### src/rtl/mem_stage_if.sv
// Data-memory request/acknowledge bus between the memory stage
// and the data memory.
interface mem_stage_if;
    logic        dmem_req;
    logic        dmem_we;
    logic [31:0] dmem_addr;
    logic [31:0] dmem_wdata;
    logic        dmem_ack;
    logic [31:0] dmem_rdata;

    modport master (
        output dmem_req,
        output dmem_we,
        output dmem_addr,
        output dmem_wdata,
        input  dmem_ack,
        input  dmem_rdata
    );

    modport slave (
        input  dmem_req,
        input  dmem_we,
        input  dmem_addr,
        input  dmem_wdata,
        output dmem_ack,
        output dmem_rdata
    );
endinterface

### src/rtl/mem_stage.sv
// Pipeline memory stage: data-memory handshake, upstream stall,
// registered write-back and branch-resolve outputs.
module mem_stage #(
    parameter int TIMEOUT = 16,
    parameter int CNT_W   = 5
) (
    input  logic        clk,
    input  logic        rst,
    input  logic        ex_wreg,
    input  logic        ex_m2reg,
    input  logic        ex_wmem,
    input  logic        ex_branch,
    input  logic [31:0] ex_aluR,
    input  logic [31:0] ex_inB,
    input  logic [4:0]  ex_destR,
    input  logic [31:0] ex_pc,
    input  logic [3:0]  EXE_ins_type,
    input  logic [3:0]  EXE_ins_number,
    mem_stage_if.master dmem,
    output logic        mem_stall,
    output logic        mem_wreg,
    output logic        mem_m2reg,
    output logic [31:0] mem_aluR,
    output logic [31:0] mem_mdata,
    output logic [4:0]  mem_destR,
    output logic        mem_branch,
    output logic [31:0] mem_pc,
    output logic        mem_err,
    output logic [3:0]  MEM_ins_type,
    output logic [3:0]  MEM_ins_number
);

    typedef enum logic {
        IDLE,
        ACCESS
    } state_t;

    localparam logic [CNT_W-1:0] LAST = CNT_W'(TIMEOUT - 1);

    state_t           state;
    logic [CNT_W-1:0] cnt;

    logic        h_wreg;
    logic        h_m2reg;
    logic [4:0]  h_destR;
    logic [31:0] h_aluR;
    logic [3:0]  h_type;
    logic [3:0]  h_num;

    logic memop;
    logic misaligned;
    logic last;

    assign memop      = ex_m2reg | ex_wmem;
    assign misaligned = ex_aluR[1:0] != 2'b00;
    assign last       = cnt == LAST;

    // Reset forces the stall low even while EX presents a memop.
    assign mem_stall = rst & (
        (state == IDLE & memop & ~misaligned) |
        (state == ACCESS & ~dmem.dmem_ack & ~last)
    );

    always_ff @(posedge clk or negedge rst) begin
        if (!rst) begin
            state           <= IDLE;
            cnt             <= '0;
            h_wreg          <= 1'b0;
            h_m2reg         <= 1'b0;
            h_destR         <= '0;
            h_aluR          <= '0;
            h_type          <= '0;
            h_num           <= '0;
            dmem.dmem_req   <= 1'b0;
            dmem.dmem_we    <= 1'b0;
            dmem.dmem_addr  <= '0;
            dmem.dmem_wdata <= '0;
            mem_wreg        <= 1'b0;
            mem_m2reg       <= 1'b0;
            mem_aluR        <= '0;
            mem_mdata       <= '0;
            mem_destR       <= '0;
            mem_branch      <= 1'b0;
            mem_pc          <= '0;
            mem_err         <= 1'b0;
            MEM_ins_type    <= '0;
            MEM_ins_number  <= '0;
        end else begin
            // Bubble by default; each path overrides what it delivers.
            mem_wreg       <= 1'b0;
            mem_m2reg      <= 1'b0;
            mem_aluR       <= '0;
            mem_mdata      <= '0;
            mem_destR      <= '0;
            mem_branch     <= 1'b0;
            mem_pc         <= '0;
            mem_err        <= 1'b0;
            MEM_ins_type   <= '0;
            MEM_ins_number <= '0;
            case (state)
                IDLE: begin
                    if (memop && misaligned) begin
                        mem_err <= 1'b1;
                    end else if (memop) begin
                        dmem.dmem_req   <= 1'b1;
                        dmem.dmem_we    <= ex_wmem;
                        dmem.dmem_addr  <= ex_aluR;
                        dmem.dmem_wdata <= ex_inB;
                        h_wreg          <= ex_wreg;
                        h_m2reg         <= ex_m2reg;
                        h_destR         <= ex_destR;
                        h_aluR          <= ex_aluR;
                        h_type          <= EXE_ins_type;
                        h_num           <= EXE_ins_number;
                        cnt             <= '0;
                        state           <= ACCESS;
                    end else begin
                        mem_wreg       <= ex_wreg;
                        mem_m2reg      <= ex_m2reg;
                        mem_aluR       <= ex_aluR;
                        mem_destR      <= ex_destR;
                        mem_branch     <= ex_branch;
                        mem_pc         <= ex_pc;
                        MEM_ins_type   <= EXE_ins_type;
                        MEM_ins_number <= EXE_ins_number;
                    end
                end
                ACCESS: begin
                    // Ack wins over a timeout landing in the same cycle.
                    if (dmem.dmem_ack) begin
                        dmem.dmem_req  <= 1'b0;
                        mem_wreg       <= h_wreg;
                        mem_m2reg      <= h_m2reg;
                        mem_aluR       <= h_aluR;
                        mem_destR      <= h_destR;
                        mem_mdata      <= h_m2reg ? dmem.dmem_rdata : '0;
                        MEM_ins_type   <= h_type;
                        MEM_ins_number <= h_num;
                        state          <= IDLE;
                    end else if (last) begin
                        dmem.dmem_req <= 1'b0;
                        mem_err       <= 1'b1;
                        state         <= IDLE;
                    end else begin
                        cnt <= cnt + 1'b1;
                    end
                end
                default: state <= IDLE;
            endcase
        end
    end

endmodule

### src/flat_wrapper.sv
// flat-port wrapper written by rule: the top's interface ports become plain ports
module mem_stage_flat 
#(
    parameter int TIMEOUT = 16,
    parameter int CNT_W   = 5
)
  (clk, rst, ex_wreg, ex_m2reg, ex_wmem, ex_branch, ex_aluR, ex_inB, ex_destR, ex_pc, EXE_ins_type, EXE_ins_number, mem_stall, mem_wreg, mem_m2reg, mem_aluR, mem_mdata, mem_destR, mem_branch, mem_pc, mem_err, MEM_ins_type, MEM_ins_number, dmem_dmem_req, dmem_dmem_we, dmem_dmem_addr, dmem_dmem_wdata, dmem_dmem_ack, dmem_dmem_rdata);
  mem_stage_if dmem_i ();
  input  logic clk;
  input  logic rst;
  input  logic ex_wreg;
  input  logic ex_m2reg;
  input  logic ex_wmem;
  input  logic ex_branch;
  input  logic [31:0] ex_aluR;
  input  logic [31:0] ex_inB;
  input  logic [4:0] ex_destR;
  input  logic [31:0] ex_pc;
  input  logic [3:0] EXE_ins_type;
  input  logic [3:0] EXE_ins_number;
  output logic mem_stall;
  output logic mem_wreg;
  output logic mem_m2reg;
  output logic [31:0] mem_aluR;
  output logic [31:0] mem_mdata;
  output logic [4:0] mem_destR;
  output logic mem_branch;
  output logic [31:0] mem_pc;
  output logic mem_err;
  output logic [3:0] MEM_ins_type;
  output logic [3:0] MEM_ins_number;
  output wire logic [$bits(dmem_i.dmem_req)-1:0] dmem_dmem_req;
  output wire logic [$bits(dmem_i.dmem_we)-1:0] dmem_dmem_we;
  output wire logic [$bits(dmem_i.dmem_addr)-1:0] dmem_dmem_addr;
  output wire logic [$bits(dmem_i.dmem_wdata)-1:0] dmem_dmem_wdata;
  input wire logic [$bits(dmem_i.dmem_ack)-1:0] dmem_dmem_ack;
  input wire logic [$bits(dmem_i.dmem_rdata)-1:0] dmem_dmem_rdata;
  assign dmem_dmem_req = dmem_i.dmem_req;
  assign dmem_dmem_we = dmem_i.dmem_we;
  assign dmem_dmem_addr = dmem_i.dmem_addr;
  assign dmem_dmem_wdata = dmem_i.dmem_wdata;
  assign dmem_i.dmem_ack = dmem_dmem_ack;
  assign dmem_i.dmem_rdata = dmem_dmem_rdata;
  mem_stage #(.TIMEOUT(TIMEOUT), .CNT_W(CNT_W)) u_core (.clk(clk), .rst(rst), .ex_wreg(ex_wreg), .ex_m2reg(ex_m2reg), .ex_wmem(ex_wmem), .ex_branch(ex_branch), .ex_aluR(ex_aluR), .ex_inB(ex_inB), .ex_destR(ex_destR), .ex_pc(ex_pc), .EXE_ins_type(EXE_ins_type), .EXE_ins_number(EXE_ins_number), .dmem(dmem_i), .mem_stall(mem_stall), .mem_wreg(mem_wreg), .mem_m2reg(mem_m2reg), .mem_aluR(mem_aluR), .mem_mdata(mem_mdata), .mem_destR(mem_destR), .mem_branch(mem_branch), .mem_pc(mem_pc), .mem_err(mem_err), .MEM_ins_type(MEM_ins_type), .MEM_ins_number(MEM_ins_number));
endmodule
### config.mk
export PLATFORM = sky130hd
export DESIGN_NAME = mem_stage_flat
export DESIGN_NICKNAME = d
export VERILOG_FILES = /design/src/rtl/mem_stage_if.sv /design/src/rtl/mem_stage.sv /design/src/flat_wrapper.sv
export SDC_FILE = /design/constraint.sdc
export NUM_CORES = 1
export LEC_CHECK = 0
export BUFFER_PORTS_ARGS = -buffer_cell sky130_fd_sc_hd__buf_2
export CAP_MARGIN = 0
export CORE_ASPECT_RATIO = 0.5
export CORE_UTILIZATION = 45
export DETAILED_ROUTE_END_ITERATION = 10
export GPL_TIMING_DRIVEN = 0
export PLACE_DENSITY_LB_ADDON = 0.3
export SYNTH_ARGS = -nofsm -noshare
export SYNTH_HDL_FRONTEND = slang
export SYNTH_SLANG_ARGS = --single-unit
export TNS_END_PERCENT = 20
### constraint.sdc
create_clock -name clk -period 2.8 [get_ports clk]
set_input_delay 0.28 -clock clk [delete_from_list [all_inputs] [get_ports clk]]
set_output_delay 0.28 -clock clk [all_outputs]
set_load 0.02 [all_outputs]
Word-level counts from Yosys, hierarchy flattened. Index checks and enable logic that the tools add are counted.

Bits in registers: 200. Output and inout bits: 180. Word-level logic and storage cells: 97.

$add $sub $neg: 1. Equal/unequal tests: 6. Multiplexer cells: 52. Bitwise operators: 12. Reduce and logical (&&, ||, !) cells: 5.

Operators with widths (number): $mux 32 (9); $pmux 32 s2 (1); $mux 5 (7); $mux 4 (6); $mux 1 (20); $pmux 5 s2 (2); $pmux 4 s2 (2); $pmux 1 s2 (5); $ne 2x2->1 const B (3); $reduce_and 3->1 (2); $add 5x1->5 const B (1); $and 1x1->1 (5); $eq 5x4->1 const B (1); $not 1->1 (5); $reduce_and 4->1 (1); $ne 3x3->1 const B (1); $ne 2x1->1 const B (1); $or 1x1->1 (2); $reduce_bool 2->1 (1); $logic_and 1x1->1 (1).

Depth between registers and ports, before layout. Gate-level depths: netlist of run 1.

Depth after elaboration: 5. Depth in mapped cells: 7. Mapped depth without buffers: 6.

Least setup slack after synthesis of run 1. OpenSTA, ideal clock, no wires.

Path type: reg2out. Start: register u_core.cnt[0]. End: output port mem_stall. Data arrival time: 1.816 ns. Required time: 2.520 ns. Slack: 0.704 ns. Stages on the path, launching flop included: 8. Path through: dfrtp_1 -> ha_1 -> and3_1 -> ha_1 -> or3b_1 -> buf_2 -> o41ai_2 -> and2_1.

Cells in the longest elaborated chain, start to end: 5.

Ends and longest elaborated chain: start, declared (line mem_stage.sv:41) `logic [CNT_W-1:0] cnt;`; start signal, assigned (line mem_stage.sv:145) `cnt <= cnt + 1'b1;`; $eq 5x4->1 (line mem_stage.sv:56) `assign last = cnt == LAST;`; $not 1->1 (line mem_stage.sv:61) `(state == ACCESS & ~dmem.dmem_ack & ~last)`; $and 1x1->1 (line mem_stage.sv:61); $or 1x1->1 (line mem_stage.sv:60) `(state == IDLE & memop & ~misaligned) |`; $and 1x1->1 (line mem_stage.sv:59) `assign mem_stall = rst & (`; end, declared (line flat_wrapper.sv:21) `output logic mem_stall;`.

No other way between the ends.

Worst setup path in the final report of run 1. Same ends and word-level chain as after synthesis.

==> flow_summary.yaml, run 1 <==
clock_network:
  cts.clk_slew.worst_paths_ns: 0.07
  root_buffer: "clkbuf_16"
  cts_max_path_buffers: 2
  cts_max_level: 4
  tritoncts: "done"
  clkSinkCount: 200
  cts_made_buffers: 17
  insertion_delay_ns: 0.42
synth:
  syn_nets: 602
  synthTopCellsByArea: "dfrtp_1 (71%), mux2_2 (10%), and2_1 (6.1%), a22o_1 (5.7%), mux2_1 (2.1%)"
  synth_area_sq_mm: 0.00709
  syn_inst: 452
  syn_area_per_cell_sq_um: 15.7
  ys_types: 31
  synth_warnings: 0
  yosysSeqAreaShare_pct: 70.6
  yosysTopAreaCell: "dfrtp_1"
  synth_top_area_share_pct: 70.6
  synth_seq_cells: 200
outcome:
  violations: "DRC"
  status: "finished with violations"
cells_and_area:
  syn_to_final_growth_pct: 36.5
  antenna_cells: 0
  drive_gt1_share_pct: 54.9
  fin_nets: 951
timing:
  fin_crit_ns: 2.67
  rsz0062_at_grt: "no"
  final_max_slew_viol_count: 0
  setup_violations: 0
  slew_headroom_pct: 57.2
  fin_tns_setup_ns: 0
  worstMarginPinSlew_ns: 0.638
  skew_ns: 0.00841
  hold_violations: 0
  finalCritPeriodShare_pct: 95.3
  whs_ns: 0.0587
  clock.fmax_ghz: 0.375
global_route:
  grt_use_total_pct: 21.0
  grt_pass1_wl_um: 26200
  gr-total-overflow: 0
  grt_max_degree: 109
  grt_pass1_vias: 5122
  antenna_found_initial: 0
placed_design:
  hpwl_um: 12000
  io_buffers: 327
  gp_congestion: 0.761
worst_setup_path:
  crit_family: "simple AND/OR/NAND/NOR gates"
  critPathLaunch: "u_core.cnt[0]$_DFFE_PN0P_"
  r2r_start: "u_core.cnt[0]$_DFFE_PN0P_"
  path_cells: "ha_1 > and3_1 > ha_2 > or3b_1 > buf_2 > o41ai_2 > and2_1 > buf_2"
  critical_path.max_fanout: 7
  crit_slowest_cell: "dfrtp_1"
  crit_type: "register to primary output"
  critical_path.max_stage_delay_ns: 0.40
  cp_common_cell: "buf_2"
  path_buf_inv: 2
  critPathLaunchType: "register"
  cp.arrival_ns: 2.39
  critPathRequiredTime_ns: 2.52
  cp-end-kind: "primary output"
route:
  avgRoutedWirePerCell_um: 16.0
  drc: 16
  ant_nets: 0
  drtIter0Drc: 235
  viasPerCell: 4.82
  vias: 4905
  drt_wl_total_um: 16300
  drt_first_pass_iters: 7
floorplan:
  core_area_sq_mm: 0.0154
  die_h_um: 90.8
  rows: 32
  die_area_sq_mm: 0.0163
  die_w_um: 180
  start_util_pct: 46.0
  num_io_pins: 328
hold_path:
  hp-start: "dmem_dmem_rdata[5]"
  hold_class: "input pin to register"
power_and_ir_drop:
  p_leak_nw: 5.20
  power_per_cell_area_mw_per_mm2: 780
  irDropWorstVdd_mv: 0.456
job:
  max_cap_viol_count: 0
logic make-up after synthesis:
group           share of synthesized area [%]
mux                                      12.7
buf+inv                                  2.01
flops                                    70.6
simple gates                             7.83
fa+ha+maj                               0.353
compound gates                           6.56
report_power, final:
part / internal [mW] / switching, mW / leakage (nW)
Clock: 1.50 / 1.11 / 0.307
Combinational: 0.613 / 0.846 / 2.33
Sequential: 3.28 / 0.197 / 2.57
cells in the mapped netlist, drive strengths merged:
| cell type | count |
|---|---|
| o21ai | 2 |
| o41ai | 1 |
| nor3 | 1 |
| o31ai | 1 |
| ha | 2 |
| a32o | 1 |
| o211ai | 1 |
| or3 | 1 |
| dfrtp | 200 |
| a21oi | 1 |
| mux2i | 1 |
| and2 | 69 |
| nand3 | 3 |
| nand3b | 2 |
| inv | 2 |
| mux2 | 79 |
| nor2 | 4 |
| or3b | 1 |
| clkbuf | 6 |
| a22o | 46 |
| o22ai | 1 |
| buf | 20 |
| nor4 | 1 |
| nand2 | 3 |
| or2 | 1 |
| and3 | 2 |
worst register-to-register path, cell delays in order, from the launching register on:
cell,delay (ns)
dfrtp_1,0.40
ha_1,0.23
and3_1,0.18
ha_2,0.20
or3b_1,0.34
buf_2,0.17
or3_1,0.35
o211ai_1,0.09
cell usage in the layout, fill, tap and decap left out, types with 3 or more instances in the layout:
cell type | netlist | layout
a22o_1 | 46 | 46
and2_1 | 69 | 69
buf_1 | 3 | 3
buf_2 | 12 | 338
buf_4 | 4 | 5
bufinv_16 | 0 | 3
clkbuf_1 | 6 | 7
clkbuf_16 | 0 | 17
clkbuf_8 | 0 | 3
clkinv_4 | 0 | 3
dfrtp_1 | 200 | 200
inv_6 | 0 | 3
mux2_1 | 13 | 13
mux2_2 | 66 | 66
nand2_1 | 3 | 3
nand3_1 | 3 | 3
nor2_1 | 3 | 3
registers in the layout, summed over array words and instances, names as in the netlist:
name,cells
u_core.h_m2reg,1
u_core.mem_wreg,1
u_core.mem_branch,1
u_core.mem_pc,32
u_core.mem_mdata,32
u_core.h_type,4
u_core.MEM_ins_type,4
u_core.mem_m2reg,1
u_core.cnt,5
u_core.h_wreg,1
u_core.mem_destR,5
u_core.mem_aluR,32
u_core.dmem.dmem_req,1
u_core.h_num,4
u_core.h_aluR,32
u_core.MEM_ins_number,4
u_core.dmem.dmem_we,1
u_core.dmem.dmem_wdata,32
u_core.mem_err,1
u_core.h_destR,5
u_core.state,1
what timing repair did:
action                                 CTS  global route
resized for setup                        0             2
setup buffers                            0             1
setup endpoints to repair                0             1
hold buffers                             1             0
endpoints found under the hold margin  107             0
final cells by class:
| cell class | instances | area (sq um) |
|---|---|---|
| Clock buffer | 21 | 470 |
| Multi-Input combinational cell | 224 | 1950 |
| Tap cell | 204 | 255 |
| Sequential cell | 200 | 5000 |
| Fill cell | 1233 | 5740 |
| Clock inverter | 11 | 161 |
| Inverter | 2 | 7.51 |
| Buffer | 26 | 135 |
| Timing Repair Buffer | 330 | 1700 |
final timing paths:
check / endpoint / slack (ns) / cells past startpoint
min: u_core.mem_mdata[5]$_DFF_PN0_ / 0.06 / 2
min reg2reg: u_core.dmem.dmem_wdata[26]$_DFFE_PN0P_ / 0.48 / 1
min in group asynchronous: u_core.mem_pc[22]$_DFF_PN0_ / 0.46 / 2
max: mem_stall / 0.13 / 8
max in group asynchronous: u_core.h_wreg$_DFFE_PN0P_ / 1.49 / 3
max reg2reg: u_core.cnt[3]$_DFFE_PN0P_ / 0.75 / 7
metrics by stage:
stage	worst slack, ns	instance area (sq um)	instances	total power [mW]	util [%]
global placement	-1.73	8980	983	4.94	58.3
CTS	0.0553	9660	1017	7.62	62.7
finish	0.133	9680	1018	7.55	62.8
floorplan	0.704	7090	452	4.36	-
global route	0.00951	9680	1018	7.88	62.8
detailed placement	0.519	9020	984	5.00	58.5
metal layers:
metal / wire, um / track usage, % / vias to the layer above
met5: 0 / 0 / -
met4: 220 / 6.18 / 0
met3: 989 / 5.24 / 17
met2: 8630 / 37.3 / 174
met1: 6490 / 25.4 / 2460
li1: - / - / 2254
No activity file was read; power rests on OpenSTA's default activity.
==> run 2, diff against run 1 <==
CORE_UTILIZATION = 46   (was 45)
==> run 2 against run 1 <==
  * The run ends with hold timing left
  * Sequential power hardly changed
  * First-iteration DRC count decreased by 30%
  * Routed wire length up 1.2%
  * Critical path depth is the same
==> flow_summary.yaml, run 2 (synthesis gave the netlist of run 1 again) <==
timing:
  fin_tns_setup_ns: 0
  finalCritPeriodShare_pct: 95.2
  layout_setup_ws_ns: 0.136
  final_max_slew_viol_count: 0
  slew_headroom_pct: 39.8
  setup_violations: 0
  hold_violations: 59
  rsz0062_at_grt: "no"
  clock.fmax_ghz: 0.375
  whs_ns: -0.0477
  fin_crit_ns: 2.66
  skew_ns: 0.0121
  worstMarginPinSlew_ns: 0.903
cells_and_area:
  antenna_cells: 0
  layout_common_cells: "buf_2 (337), dfrtp_1 (200), and2_1 (69)"
  postLayoutCellArea_sq_mm: 0.00960
  fin_nets: 951
  utilization_pct: 65.1
  syn_to_final_growth_pct: 35.3
  final_common_cell: "buf_2"
  drive_gt1_share_pct: 55.1
  finalNonFillerCells: 1011
floorplan:
  num_io_pins: 328
  die_h_um: 89.8
  die_w_um: 178
  core_area_sq_mm: 0.0147
  start_util_pct: 48.1
  die_area_sq_mm: 0.0160
  rows: 31
route:
  vias: 4816
  drtIter0Drc: 165
  drc: 0
  drt_wl_total_um: 16500
  ant_nets: 0
  drt_first_pass_iters: 4
  avgRoutedWirePerCell_um: 16.3
  viasPerCell: 4.76
clock_network:
  tritoncts: "done"
  cts_made_buffers: 17
  clkSinkCount: 200
  root_buffer: "clkbuf_16"
  insertion_delay_ns: 0.41
  cts_max_level: 4
  cts_hold_buf: 0
  cts.clk_slew.worst_paths_ns: 0.08
  cts_max_path_buffers: 2
global_route:
  antenna_found_initial: 0
  grt_max_degree: 124
  grt_use_total_pct: 21.1
  gr-total-overflow: 0
  grt_pass1_vias: 4985
  grt_pass1_wl_um: 26000
worst_setup_path:
  critical_path.max_fanout: 7
  cp.arrival_ns: 2.38
  critPathLaunchType: "register"
  critPathRequiredTime_ns: 2.52
  cp-end-kind: "primary output"
  crit_type: "register to primary output"
placed_design:
  preCtsSetupSlack_ns: 0.515
  dpl_cell_area_sq_mm: 0.00901
  placed_cells: 978
  io_buffers: 327
  gp_congestion: 0.780
  hpwl_um: 12300
power_and_ir_drop:
  irDropWorstVdd_mv: 0.435
  power_per_cell_area_mw_per_mm2: 756
  finalPower_mw: 7.26
  p_leak_nw: 5.17
hold_path:
  hold_class: "input pin to async pin"
outcome:
  status: "finished with violations"
  violations: "hold timing"
job:
  max_cap_viol_count: 0
## run 2: cell count changes in the layout (fill, tap and decap cells not counted)
cell,change
dlygate4sd3_1,-1
clkinvlp_4,+1
buf_8,+1
buf_2,-1
inv_6,-1
clkbuf_1,-1
clkinv_4,+2
bufinv_16,-3
clkbuf_8,-1
inv_8,+2
buf_4,+2
buf_12,-1
## run 2: where the power goes
| group | internal (mW) | leakage, nW | switching (mW) | total, mW |
|---|---|---|---|---|
| registers | 3.28 | 2.57 | 0.196 | 3.47 |
| clock network | 1.21 | 0.272 | 1.12 | 2.33 |
| logic | 0.615 | 2.33 | 0.840 | 1.45 |
| total | 5.11 | 5.17 | 2.15 | 7.26 |
## run 2: worst paths after layout
kind                                               from                          endpoint  slack [ns]  cells past startpoint
max                           u_core.cnt[0]$_DFFE_PN0P_                         mem_stall        0.14                      8
min                                                 rst    u_core.mem_mdata[22]$_DFF_PN0_       -0.05                      1
max reg2reg                   u_core.cnt[0]$_DFFE_PN0P_         u_core.cnt[3]$_DFFE_PN0P_        0.75                      7
min reg2reg                u_core.h_type[0]$_DFFE_PN0P_  u_core.MEM_ins_type[0]$_DFF_PN0_        0.48                      1
max in group asynchronous                           rst     u_core.h_destR[1]$_DFFE_PN0P_        1.94                      2
min in group clk                              ex_pc[24]       u_core.mem_pc[24]$_DFF_PN0_        0.07                      2
## run 2: what timing repair did
action	in CTS	in global routing
endpoints found under the setup margin	0	1
resized for setup	0	2
buffers inserted	0	2
endpoints found under the hold margin	0	0
## run 2: final cells by class
class / instances / area, sq um
buffer: 26 / 135
sequential: 200 / 5000
timing repair buffer: 330 / 1690
tap: 198 / 248
clock buffer: 19 / 453
multi-input combinational: 224 / 1950
clock inverter: 12 / 110
fill: 1182 / 5140
inverter: 2 / 7.51
## run 2: layer usage
layer | GRT usage, % | up-vias | part of all wire, %
met2 | 37.6 | 144 | 52
met4 | 4.63 | 0 | 0.72
met3 | 5.37 | 9 | 5.8
met5 | 0 | - | 0
li1 | - | 2266 | -
met1 | 25.7 | 2397 | 41
## run 2: worst max-delay path, cell delays in order (launching register included)
cell and delay [ns]:
dfrtp_1 0.40, ha_1 0.23, and3_1 0.18, ha_2 0.21
or3b_1 0.34, buf_2 0.17, o41ai_2 0.10, and2_1 0.21
buf_4 0.14
==> run 3, diff against run 2 <==
BUFFER_PORTS_ARGS = -buffer_cell sky130_fd_sc_hd__buf_4   (was -buffer_cell sky130_fd_sc_hd__buf_2)
==> run 3 against run 2 <==
  * The flow now finishes without violations
  * Clock power decreased by 2%
  * Core utilization increased by 5.6 points
  * First-iteration DRC count increased by 6.7%
  * Critical path type unchanged
  * Largest cell class unchanged
==> flow_summary.yaml, run 3 (synthesis gave the netlist of run 1 again) <==
worst_setup_path:
  crit_slowest_cell: "dfrtp_1"
  critPathLaunchType: "register"
  critPathRequiredTime_ns: 2.52
  cp.arrival_ns: 2.37
  ff2ff_path_depth: 7
  path_cells: "ha_1 > and3_1 > ha_2 > or3b_1 > buf_2 > o41ai_2 > and2_1 > buf_4"
  critical_path.max_fanout: 7
  critical_path.max_stage_delay_ns: 0.41
  cp-end-kind: "primary output"
  crit_type: "register to primary output"
timing:
  setup_violations: 0
  whs_ns: 0.0651
  worstMarginPinSlew_ns: 0.619
  hold_violations: 0
  finalCritPeriodShare_pct: 94.7
  fin_crit_ns: 2.65
  skew_ns: 0.0114
  final_max_slew_viol_count: 0
  clock.fmax_ghz: 0.377
  slew_headroom_pct: 58.4
  rsz0062_at_grt: "no"
route:
  drt_wl_total_um: 17100
  viasPerCell: 4.83
  vias: 4878
  avgRoutedWirePerCell_um: 17.0
  ant_nets: 0
  drt_first_pass_iters: 4
  drtIter0Drc: 176
  drc: 0
cells_and_area:
  layout_common_cells: "buf_4 (330), dfrtp_1 (200), and2_1 (69)"
  antenna_cells: 0
  drive_gt1_share_pct: 54.9
  syn_to_final_growth_pct: 46.9
  final_common_cell: "buf_4"
  fin_nets: 951
clock_network:
  root_buffer: "clkbuf_16"
  insertion_delay_ns: 0.42
  cts_max_level: 4
  cts_made_buffers: 17
  cts_max_path_buffers: 2
  tritoncts: "done"
  clkSinkCount: 200
  cts.clk_slew.worst_paths_ns: 0.08
placed_design:
  gp_congestion: 0.787
  hpwl_um: 12800
  io_buffers: 327
floorplan:
  die_area_sq_mm: 0.0160
  die_h_um: 89.8
  num_io_pins: 328
  start_util_pct: 48.1
  die_w_um: 178
  rows: 31
  core_area_sq_mm: 0.0147
power_and_ir_drop:
  irDropWorstVdd_mv: 0.374
  finalPower_mw: 7.48
  p_leak_nw: 5.35
  power_per_cell_area_mw_per_mm2: 718
global_route:
  grt_use_total_pct: 22.5
  grt_pass1_vias: 5188
  grt_max_degree: 82
  gr-total-overflow: 0
  grt_pass1_wl_um: 27300
  antenna_found_initial: 0
outcome:
  status: "completed"
job:
  max_cap_viol_count: 0
hold_path:
  hold_class: "input pin to register"
  hold_depth: 2
-- run 3: changes by cell type in the layout (fill, tap and decap cells not counted) --
cell,delta
buf_4,+323
clkbuf_8,-1
dlygate4sd3_1,+1
buf_2,-325
buf_16,+1
inv_6,+2
clkinv_4,-2
-- run 3: timing repair --
item / in CTS / in global routing
hold buffers: 1 / 0
gates resized for setup: 0 / 1
setup buffers: 0 / 0
endpoints found under the setup margin: 0 / 1
hold endpoints to repair: 54 / 0
-- run 3: stage by stage --
stage	TNS [ns]	cell area [sq um]	util (%)	std cells	worst slack [ns]
after floorplan	0	7090	-	452	0.704
after global placement	-0.111	9800	66.5	977	-0.111
after detailed placement	0	9860	66.9	979	0.557
after CTS	0	10400	70.7	1010	0.0895
after global routing	0	10400	70.7	1010	0.0149
final	0	10400	70.7	1010	0.148
-- run 3: path summary, 6_finish.rpt --
path                                                 end                     startpoint  slack [ns]
max                                            mem_stall      u_core.cnt[0]$_DFFE_PN0P_        0.15
min                          u_core.mem_pc[10]$_DFF_PN0_                      ex_pc[10]        0.07
max reg2reg                    u_core.cnt[3]$_DFFE_PN0P_      u_core.cnt[0]$_DFFE_PN0P_        0.74
min reg2reg                u_core.mem_destR[4]$_DFF_PN0_  u_core.h_destR[4]$_DFFE_PN0P_        0.48
max in group asynchronous  u_core.h_aluR[30]$_DFFE_PN0P_                            rst        1.37
min in group asynchronous  u_core.mem_mdata[3]$_DFF_PN0_                            rst        0.37
-- run 3: layer usage --
metal | routed length, um | track usage, %
met1 | 6640 | 26.3
met2 | 9000 | 39.4
met3 | 1090 | 6.13
met4 | 401 | 8.55
met5 | 0 | 0
-- run 3: worst max-delay path, delay by kind of cell (launching register included) --
kind                     cells  cell delay (ns)
AO/OA/AOI/OAI                1             0.09
adder cells (fa/ha/maj)      2             0.43
buffers and inverters        2             0.31
flip-flops                   1             0.41
AND/OR/NAND/NOR              3             0.71
-- run 3: power by group --
part           switching, mW  internal [mW]  leakage, nW
Clock                   1.11           1.19        0.266
Sequential             0.217           3.28         2.57
Combinational          0.850          0.844         2.52
-- run 3: area by class of cell --
class / count / area, sq um
clock inverter: 12 / 110
tap: 198 / 248
timing repair buffer: 330 / 2530
buffer: 26 / 135
clock buffer: 18 / 439
fill: 1054 / 4320
multi-input combinational: 224 / 1950
inverter: 2 / 7.51
sequential: 200 / 5000
